## config.mk

```make
export PLATFORM = sky130hd
export DESIGN_NAME = tblink_rpc_cmdinit
export DESIGN_NICKNAME = d
export VERILOG_FILES = /design/src/rtl/tblink_rpc_cmdinit.sv
export SDC_FILE = /design/constraint.sdc
export NUM_CORES = 1
export LEC_CHECK = 0
export ABC_AREA = 1
export CAP_MARGIN = 20
export CORE_MARGIN = 2
export CORE_UTILIZATION = 55
export DETAILED_ROUTE_END_ITERATION = 8
export PLACE_DENSITY = 0.9
export SYNTH_ARGS = -nofsm -noshare
export SYNTH_HDL_FRONTEND = slang
export SYNTH_SLANG_ARGS = --single-unit
```

## constraint.sdc

```tcl
create_clock -name uclock -period 2.52 [get_ports uclock]
set_input_delay 0.252 -clock uclock [delete_from_list [all_inputs] [get_ports uclock]]
set_output_delay 0.252 -clock uclock [all_outputs]
set_load 0.02 [all_outputs]
```

## src/rtl/tblink_rpc_cmdinit.sv

```systemverilog
// tblink_rpc_cmdinit: sends one command packet per toggle handshake and collects its tagged response.
module tblink_rpc_cmdinit #(
  parameter int CMD_PARAMS_SZ = 4,
  parameter int CMD_RSP_SZ = 4,
  parameter logic [7:0] DST_ID = 8'h00
) (
  input  logic                      uclock,
  input  logic                      reset_n,
  output logic [7:0]                req_dat,
  output logic                      req_valid,
  input  logic                      req_ready,
  input  logic [7:0]                rsp_dat,
  input  logic                      rsp_valid,
  output logic                      rsp_ready,
  input  logic [7:0]                cmd,
  input  logic [7:0]                cmd_sz,
  input  logic [CMD_PARAMS_SZ*8-1:0] cmd_params,
  input  logic                      cmd_put_i,
  output logic                      cmd_get_i,
  output logic [CMD_RSP_SZ*8-1:0]   cmd_rsp,
  output logic [7:0]                cmd_rsp_sz,
  output logic                      cmd_err,
  output logic                      rsp_drop
);
  typedef enum logic [3:0] {
    IDLE, TX_DST, TX_SZ, TX_CMD, TX_ID, TX_DAT,
    RX_DST, RX_SZ, RX_CMD, RX_ID, RX_DAT
  } state_t;
  localparam logic [7:0] PSZ = 8'(CMD_PARAMS_SZ);
  localparam logic [7:0] RSZ = 8'(CMD_RSP_SZ);
  state_t state_q;
  logic [7:0] req_dat_q, rsp_sz_q, tag_q, cmd_q, n_q, rem_q, s_q, k_q;
  logic req_valid_q, get_q, err_q, drop_q, mis_q;
  logic [CMD_RSP_SZ*8-1:0] rsp_q;
  logic [CMD_PARAMS_SZ*8-1:0] params_q;
  logic rx_acc, last, mis_now;
  assign req_dat = req_dat_q;
  assign req_valid = req_valid_q;
  assign rsp_ready = state_q inside {RX_DST, RX_SZ, RX_CMD, RX_ID, RX_DAT};
  assign cmd_get_i = get_q;
  assign cmd_rsp = rsp_q;
  assign cmd_rsp_sz = rsp_sz_q;
  assign cmd_err = err_q;
  assign rsp_drop = drop_q;
  assign rx_acc = rsp_valid && rsp_ready;
  // Final response byte and whether the packet it closes is foreign or malformed (S == 0).
  always_comb begin
    last = (state_q == RX_CMD && s_q == 8'd0) || (state_q == RX_ID && s_q == 8'd1) ||
           (state_q == RX_DAT && k_q == s_q - 8'd2);
    mis_now = mis_q || (state_q == RX_CMD && (rsp_dat != 8'd0 || s_q == 8'd0)) ||
              (state_q == RX_ID && rsp_dat != tag_q);
  end
  always_ff @(posedge uclock) begin
    if (!reset_n) begin
      state_q <= IDLE;
      req_dat_q <= '0;
      req_valid_q <= 1'b0;
      get_q <= 1'b0;
      rsp_q <= '0;
      rsp_sz_q <= '0;
      err_q <= 1'b0;
      drop_q <= 1'b0;
      tag_q <= '0;
      cmd_q <= '0;
      params_q <= '0;
      n_q <= '0;
      rem_q <= '0;
      s_q <= '0;
      k_q <= '0;
      mis_q <= 1'b0;
    end else begin
      drop_q <= 1'b0;
      case (state_q)
        IDLE: if (cmd_put_i != get_q) begin
          if (cmd == 8'd0) begin
            err_q <= 1'b1;
            rsp_sz_q <= '0;
            get_q <= ~get_q;
          end else begin
            cmd_q <= cmd;
            params_q <= cmd_params;
            n_q <= (cmd_sz > PSZ) ? PSZ : cmd_sz;
            err_q <= 1'b0;
            rsp_q <= '0;
            req_dat_q <= DST_ID;
            req_valid_q <= 1'b1;
            state_q <= TX_DST;
          end
        end
        TX_DST: if (req_ready) begin
          req_dat_q <= n_q + 8'd1;
          state_q <= TX_SZ;
        end
        TX_SZ: if (req_ready) begin
          req_dat_q <= cmd_q;
          state_q <= TX_CMD;
        end
        TX_CMD: if (req_ready) begin
          req_dat_q <= tag_q;
          state_q <= TX_ID;
        end
        TX_ID, TX_DAT: if (req_ready) begin
          if ((state_q == TX_ID && n_q == 8'd0) || (state_q == TX_DAT && rem_q == 8'd0)) begin
            req_valid_q <= 1'b0;
            state_q <= RX_DST;
          end else begin
            req_dat_q <= params_q[7:0];
            params_q <= params_q >> 8;
            rem_q <= (state_q == TX_ID) ? n_q - 8'd1 : rem_q - 8'd1;
            state_q <= TX_DAT;
          end
        end
        RX_DST: if (rx_acc) begin
          mis_q <= 1'b0;
          state_q <= RX_SZ;
        end
        RX_SZ: if (rx_acc) begin
          s_q <= rsp_dat;
          state_q <= RX_CMD;
        end
        RX_CMD: if (rx_acc) begin
          mis_q <= mis_now;
          state_q <= RX_ID;
        end
        RX_ID: if (rx_acc) begin
          mis_q <= mis_now;
          k_q <= '0;
          state_q <= RX_DAT;
        end
        RX_DAT: if (rx_acc) begin
          for (int b = 0; b < CMD_RSP_SZ; b++)
            if (k_q == 8'(b)) rsp_q[8*b +: 8] <= rsp_dat;
          k_q <= k_q + 8'd1;
        end
        default: state_q <= IDLE;
      endcase
      if (rx_acc && last) begin
        if (mis_now) begin
          drop_q <= 1'b1;
          rsp_q <= '0;
          state_q <= RX_DST;
        end else begin
          rsp_sz_q <= (s_q - 8'd1 > RSZ) ? RSZ : s_q - 8'd1;
          get_q <= ~get_q;
          tag_q <= tag_q + 8'd1;
          state_q <= IDLE;
        end
      end
    end
  end
endmodule
```

* Yosys cells after proc, flatten, opt, wreduce, memory -nomap -nowiden
Index checks and enable logic that the tools add are counted.
** Word-level totals
- Output and inout port bits :: 53
- Word-level logic and storage cells :: 173
- Flip-flop bits (word level) :: 137
- Bits of input ports :: 61
** Cells by class
- Multiplexer cells :: 63
- Bitwise logic cells :: 4
- Reductions and logical operators :: 41
- Add/sub/neg operators :: 7
- Equality and inequality tests :: 40
- Order comparisons :: 2
** Operator list (number)
- $mux W32 :: 9
- $mux W8 :: 21
- $pmux W32 S2 :: 2
- $mux W4 :: 11
- $logic_not A8 Y1 :: 5
- $pmux W4 S10 :: 1
- $pmux W8 S5 :: 1
- $add A8 B1 Y8 const B :: 3
- $sub A8 B1 Y8 const B :: 3
- $ne A2 B2 Y1 const B :: 11
- $ne A3 B3 Y1 const B :: 6
- $eq A4 B3 Y1 const B :: 4
- $eq A8 B1 Y1 const B :: 2
- $eq A8 B2 Y1 const B :: 2
- $gt A8 B3 Y1 const B :: 2
- $pmux W8 S2 :: 1
- $mux W1 :: 13
- $eq A4 B4 Y1 const B :: 3
- $ne A3 B2 Y1 const B :: 4
- $reduce_and A3 Y1 :: 4
- $reduce_and A11 Y1 :: 1
- $reduce_and A5 Y1 :: 2
- $reduce_bool A5 Y1 :: 2
- $logic_and A1 B1 Y1 :: 9
- other kinds (18) :: 35

* Longest topological paths before layout
Gate-level depths: netlist of run 1.
- Word-level depth :: 7
- Depth in mapped cells :: 16
- Depth with buffers taken out :: 16

* Least setup slack after synthesis of run 1
Ideal clock, no wire load.
- Path kind :: register to register
- Start point :: reg s_q[1]
- End point :: reg get_q (netlist: cmd_get_i)
- Arrival time :: 1.749 ns
- Cell stages (with the launch flop) :: 15
- Period minus slack after synthesis :: 1.863 ns
- Library setup time :: 0.113 ns
- Data required time :: 2.407 ns
- Slack :: 0.657 ns
- Cells stage by stage :: dfxtp_1 > inv_1 > ha_1 > inv_1 > nand2_1 > nand2_1 > nor2_1 > nand3_1 > nor2_1 > nand2_1 > nand2_4 > nand3_4 > buf_4 > o21ai_1 > nor2_1
** Between the ends
- Word-level cells in the longest chain between the ends :: 7
- Elaborated cells on any way between the ends :: 16
- Classes of those cells :: 1 x add/sub; 2 x eq/ne; 2 x mux; 11 x reduce/logical
** Ends and longest elaborated chain
- from (decl) :: line 32 : logic [7:0] req_dat_q, rsp_sz_q, tag_q, cmd_q, n_q, rem_q, s_q, k_q;
- from (signal assigned) :: line 118 : s_q <= rsp_dat;
- parallel branches: the longest is 6 deep, another holds $sub A8 B2 Y8
- $mux W1 * :: line 137 : if (rx_acc && last) begin
- to (signal assigned) :: line 78 : get_q <= ~get_q;
- to (signal assigned) :: line 144 : get_q <= ~get_q;
- to (decl) :: line 33 : logic req_valid_q, get_q, err_q, drop_q, mis_q;
Every way passes the cells marked *.
A chain may end at the register's enable or synchronous reset.

* Final worst setup path of run 1
- Start point :: reg state_q[0]
- End point :: out rsp_ready
** Between the ends
- Word-level cells in the longest chain between the ends :: 2
- Elaborated cells on any way between the ends :: 6
- Classes of those cells :: 5 x eq/ne; 1 x reduce/logical
** Ends and longest elaborated chain
- from (decl) :: line 31 : state_t state_q;
- from (signal assigned) :: line 55 : state_q <= IDLE;
- from (signal assigned) :: line 87 : state_q <= TX_DST;
- from (signal assigned) :: line 92 : state_q <= TX_SZ;
- $eq A4 B3 Y1 / $eq A4 B4 Y1 (equally long branches) :: line 39 : assign rsp_ready = state_q inside {RX_DST, RX_SZ, RX_CMD, RX_ID, RX_DAT};
- $reduce_bool A5 Y1 * :: line 39
- to (decl) :: line 14 : output logic rsp_ready,
Every way passes the cells marked *; elsewhere a longest branch is shown, timed or not.

==> results of run 1 <==
cells in the mapped netlist (4+ instances only):
cell type / number
nand4_1: 23
dfxtp_1: 137
a21oi_1: 114
nor2_1: 95
nand2_1: 325
o21ai_0: 37
o21ai_1: 10
nor3_1: 20
ha_1: 13
nor3b_1: 4
xnor2_1: 8
nand3_1: 101
nor2_4: 5
o2111ai_1: 4
nor2_2: 6
nand2_2: 14
buf_2: 13
a31oi_1: 7
xor2_1: 13
o21ai_2: 4
inv_2: 10
o22ai_1: 4
buf_4: 7
clkbuf_1: 15
inv_1: 104
cell type report:
type	count	area (sq um)	share of cell area (%)
Clock buffer	20	447	4.77
Multi-Input combinational cell	833	4070	43.5
Sequential cell	137	2740	29.3
Clock inverter	11	148	1.58
Timing Repair Buffer	132	1300	13.9
Inverter	115	434	4.64
Tap cell	176	220	2.35
worst max-delay path, cell delays in order, from the launching register on:
cell and delay, ns:
dfxtp_1 0.37, inv_2 0.12, nand2_2 0.10, inv_1 0.15
nand2_2 0.17, nand2_2 0.18, clkdlybuf4s50_1 0.62
layer usage:
| layer | up-vias | share of wire (%) |
|---|---|---|
| met3 | 57 | 7.3 |
| met4 | 0 | 2.9 |
| met5 | - | 0 |
| met1 | 3646 | 41 |
| li1 | 3900 | - |
| met2 | 381 | 49 |
flip-flops by register name, summed over array words and instances, names as in the netlist, 4 cells and up:
register	cells
rem_q	8
req_dat	8
cmd_rsp	32
state_q	4
tag_q	8
cmd_q	8
cmd_rsp_sz	8
params_q	32
s_q	8
k_q	8
n_q	8
cell families after synthesis:
family,after synthesis,share of synthesized area (%)
AO/OA/AOI/OAI,193,14.0
XOR/XNOR,21,2.47
adder cells (fa/ha/maj),13,2.18
buffers and inverters,154,8.59
flip-flops,137,36.8
AND/OR/NAND/NOR,606,35.9
worst paths after layout:
path | startpoint | end | slack [ns] | cells after the start
hold / removal | cmd_sz[1] | n_q[1]$_SDFFE_PN0P_ | 0.40 | 3
hold reg to reg | cmd_rsp_sz[3]$_SDFF_PN0_ | cmd_rsp_sz[3]$_SDFF_PN0_ | 0.45 | 2
setup reg to reg | s_q[1]$_SDFFE_PN0P_ | tag_q[0]$_SDFFE_PN0P_ | 0.22 | 14
setup / recovery | state_q[0]$_SDFFE_PN0P_ | rsp_ready | 0.13 | 6
stage by stage:
step | setup WS (ns) | utilization, % | hold slack [ns] | cell area, sq um
global route | 0.0154 | 70.7 | 0.421 | 9360
floorplan | 0.657 | - | 0.387 | 7450
CTS | 0.154 | 70.6 | 0.397 | 9360
finish | 0.130 | 70.7 | 0.398 | 9360
detailed placement | 0.162 | 66.2 | 0.437 | 8760
global placement | 0.217 | 66.2 | 0.433 | 8760
power groups by stage:
stage / logic, W / clock network [W] / registers (W)
floorplan: 0.00196 / 0 / 0.00271
global placement: 0.00261 / 0 / 0.00273
detailed placement: 0.00266 / 0 / 0.00273
CTS: 0.00269 / 0.00254 / 0.00270
global route: 0.00300 / 0.00264 / 0.00275
finish: 0.00273 / 0.00253 / 0.00271
layout by cell type (no fill, tap or decap), types with 2 or more instances in the layout:
master             n
nand2_1          324
dfxtp_1          137
a21oi_1          114
clkdlybuf4s50_1  113
inv_1            104
nand3_1          101
nor2_1            95
o21ai_0           37
nand4_1           23
nor3_1            20
clkbuf_16         17
buf_4             17
nand2_2           15
xor2_1            13
ha_1              13
inv_2             10
o21ai_1           10
xnor2_1            8
a31oi_1            7
nor2_2             6
nor2_4             5
o21ai_2            4
nor3b_1            4
o22ai_1            4
o2111ai_1          4
clkinvlp_4         4
nand3_2            3
a211oi_1           3
bufinv_16          3
nand2_4            2
o21bai_1           2
o211ai_1           2
nand3b_1           2
clkbuf_1           2
clkinv_2           2
buf_12             2
==> impl_metrics.yaml, run 1 <==
status:
  outcome: "finished, final reports clean"
placement:
  port_buffers: 113
  place_congestion: 0.976
  placed_cells: 1393
  hpwl_mm: 14.9
pwr:
  share_comb_of_total_power_pct: 34.3
  p_int_w: 0.00493
  clockPowerShare_pct: 31.7
  power_leakage_nw: 3.99
  peakVddDrop_mv: 0.601
  swShare_pct: 38.1
  finalPower_w: 0.00797
  power.density_nw_per_um2: 852
  seqPwrFrac_pct: 34.1
  switching_power_w: 0.00304
sta:
  tightestPinTransition_ns: 0.607
  hold_viol_final: 0
  max_freq_ghz: 0.418
  max_slew_margin_pct: 59.5
  maxSlewViolCount: 0
  fin_skew_ns: 0.0106
  post-route-period-util_pct: 94.8
  finalSetupTns_ns: 0
  final.min_clock_period_ns: 2.39
  rsz0062_at_grt: "false"
  setup_violations: 0
route:
  avgRoutedWirePerCell_um: 14.7
  vias: 7984
  routed_via_density: 5.61
  drc_errors: 0
  dr.pass1.iters: 7
  drt_iter0_drc: 856
  postRouteAntennaNets: 0
  drt-total-wl_mm: 20.9
yosys:
  syn_nets: 1198
  ys_ff_latch: 137
  synth_edf_count: 0
  synth_seq_area_share_pct: 36.8
  yosys.area.top_type: "dfxtp_1"
  yosys-top-cells-area: "dfxtp_1 37%, nand2_1 16%, a21oi_1 7.7%"
  yosysWarnings: 0
  netlist.area_leader.share_pct: 36.8
  syn_avg_cell_area_sq_um: 6.63
  synth_area_sq_um: 7450
  synthFlopType: "dfxtp_1"
  ys_types: 47
  synth_cells: 1124
  async_flop_share_pct: 0
grt:
  overflow: 0
  met2_usage_pct: 50.2
  grt_max_degree: 57
  grt_use_met3_pct: 5.09
  first_global_vias: 7416
  top_usage_layer: "met2"
  grt_pass1_wl_mm: 34.6
  use_met1_pct: 36.0
  antenna_found_initial: 0
  grtUsageTotal_pct: 29.3
floorplanning:
  die-height_um: 120
  row_count: 42
  die_x_um: 120
  core_sq_um: 13200
  die_area_sq_um: 14500
  io_pins: 114
  start_util_pct: 56.2
setup_path:
  path_max_fanout: 7
  endpoint_kind: "primary output"
  arrival_ns: 2.14
  worstSetupPathType: "reg -> out"
  cp.required_ns: 2.27
  startpoint_type: "register"
clock_network:
  clock_latency_ns: 0.43
  path_clk_slew_ns: 0.06
  cts.sinks: 137
  clk_path_buf_depth: 2
  holdBufCountCts: 0
  cts_tree: "done"
  cts-root-buf: "clkbuf_16"
  cts_buffers: 17
  cts_resized: 0
  htreeDepth: 4
  cts_setup_buffers: 0
layout:
  final_cells: 1424
  fill_cells: 1086
  finish.net_count: 1310
  insertedDiodeCount: 0
  drive_gt1_share_pct: 7.93
  area_growth_pct: 25.7
hold_path:
  min_path_type: "in -> reg"
run:
  drv_cap: 0
(Power assumes the default switching activity.)
==> inputs of run 2 (changes only) <==
- CTS_CLUSTER_SIZE: default -> 16
==> results of run 2 <==
Same layout as run 1: the final DEF is identical, and so are final timing and power.
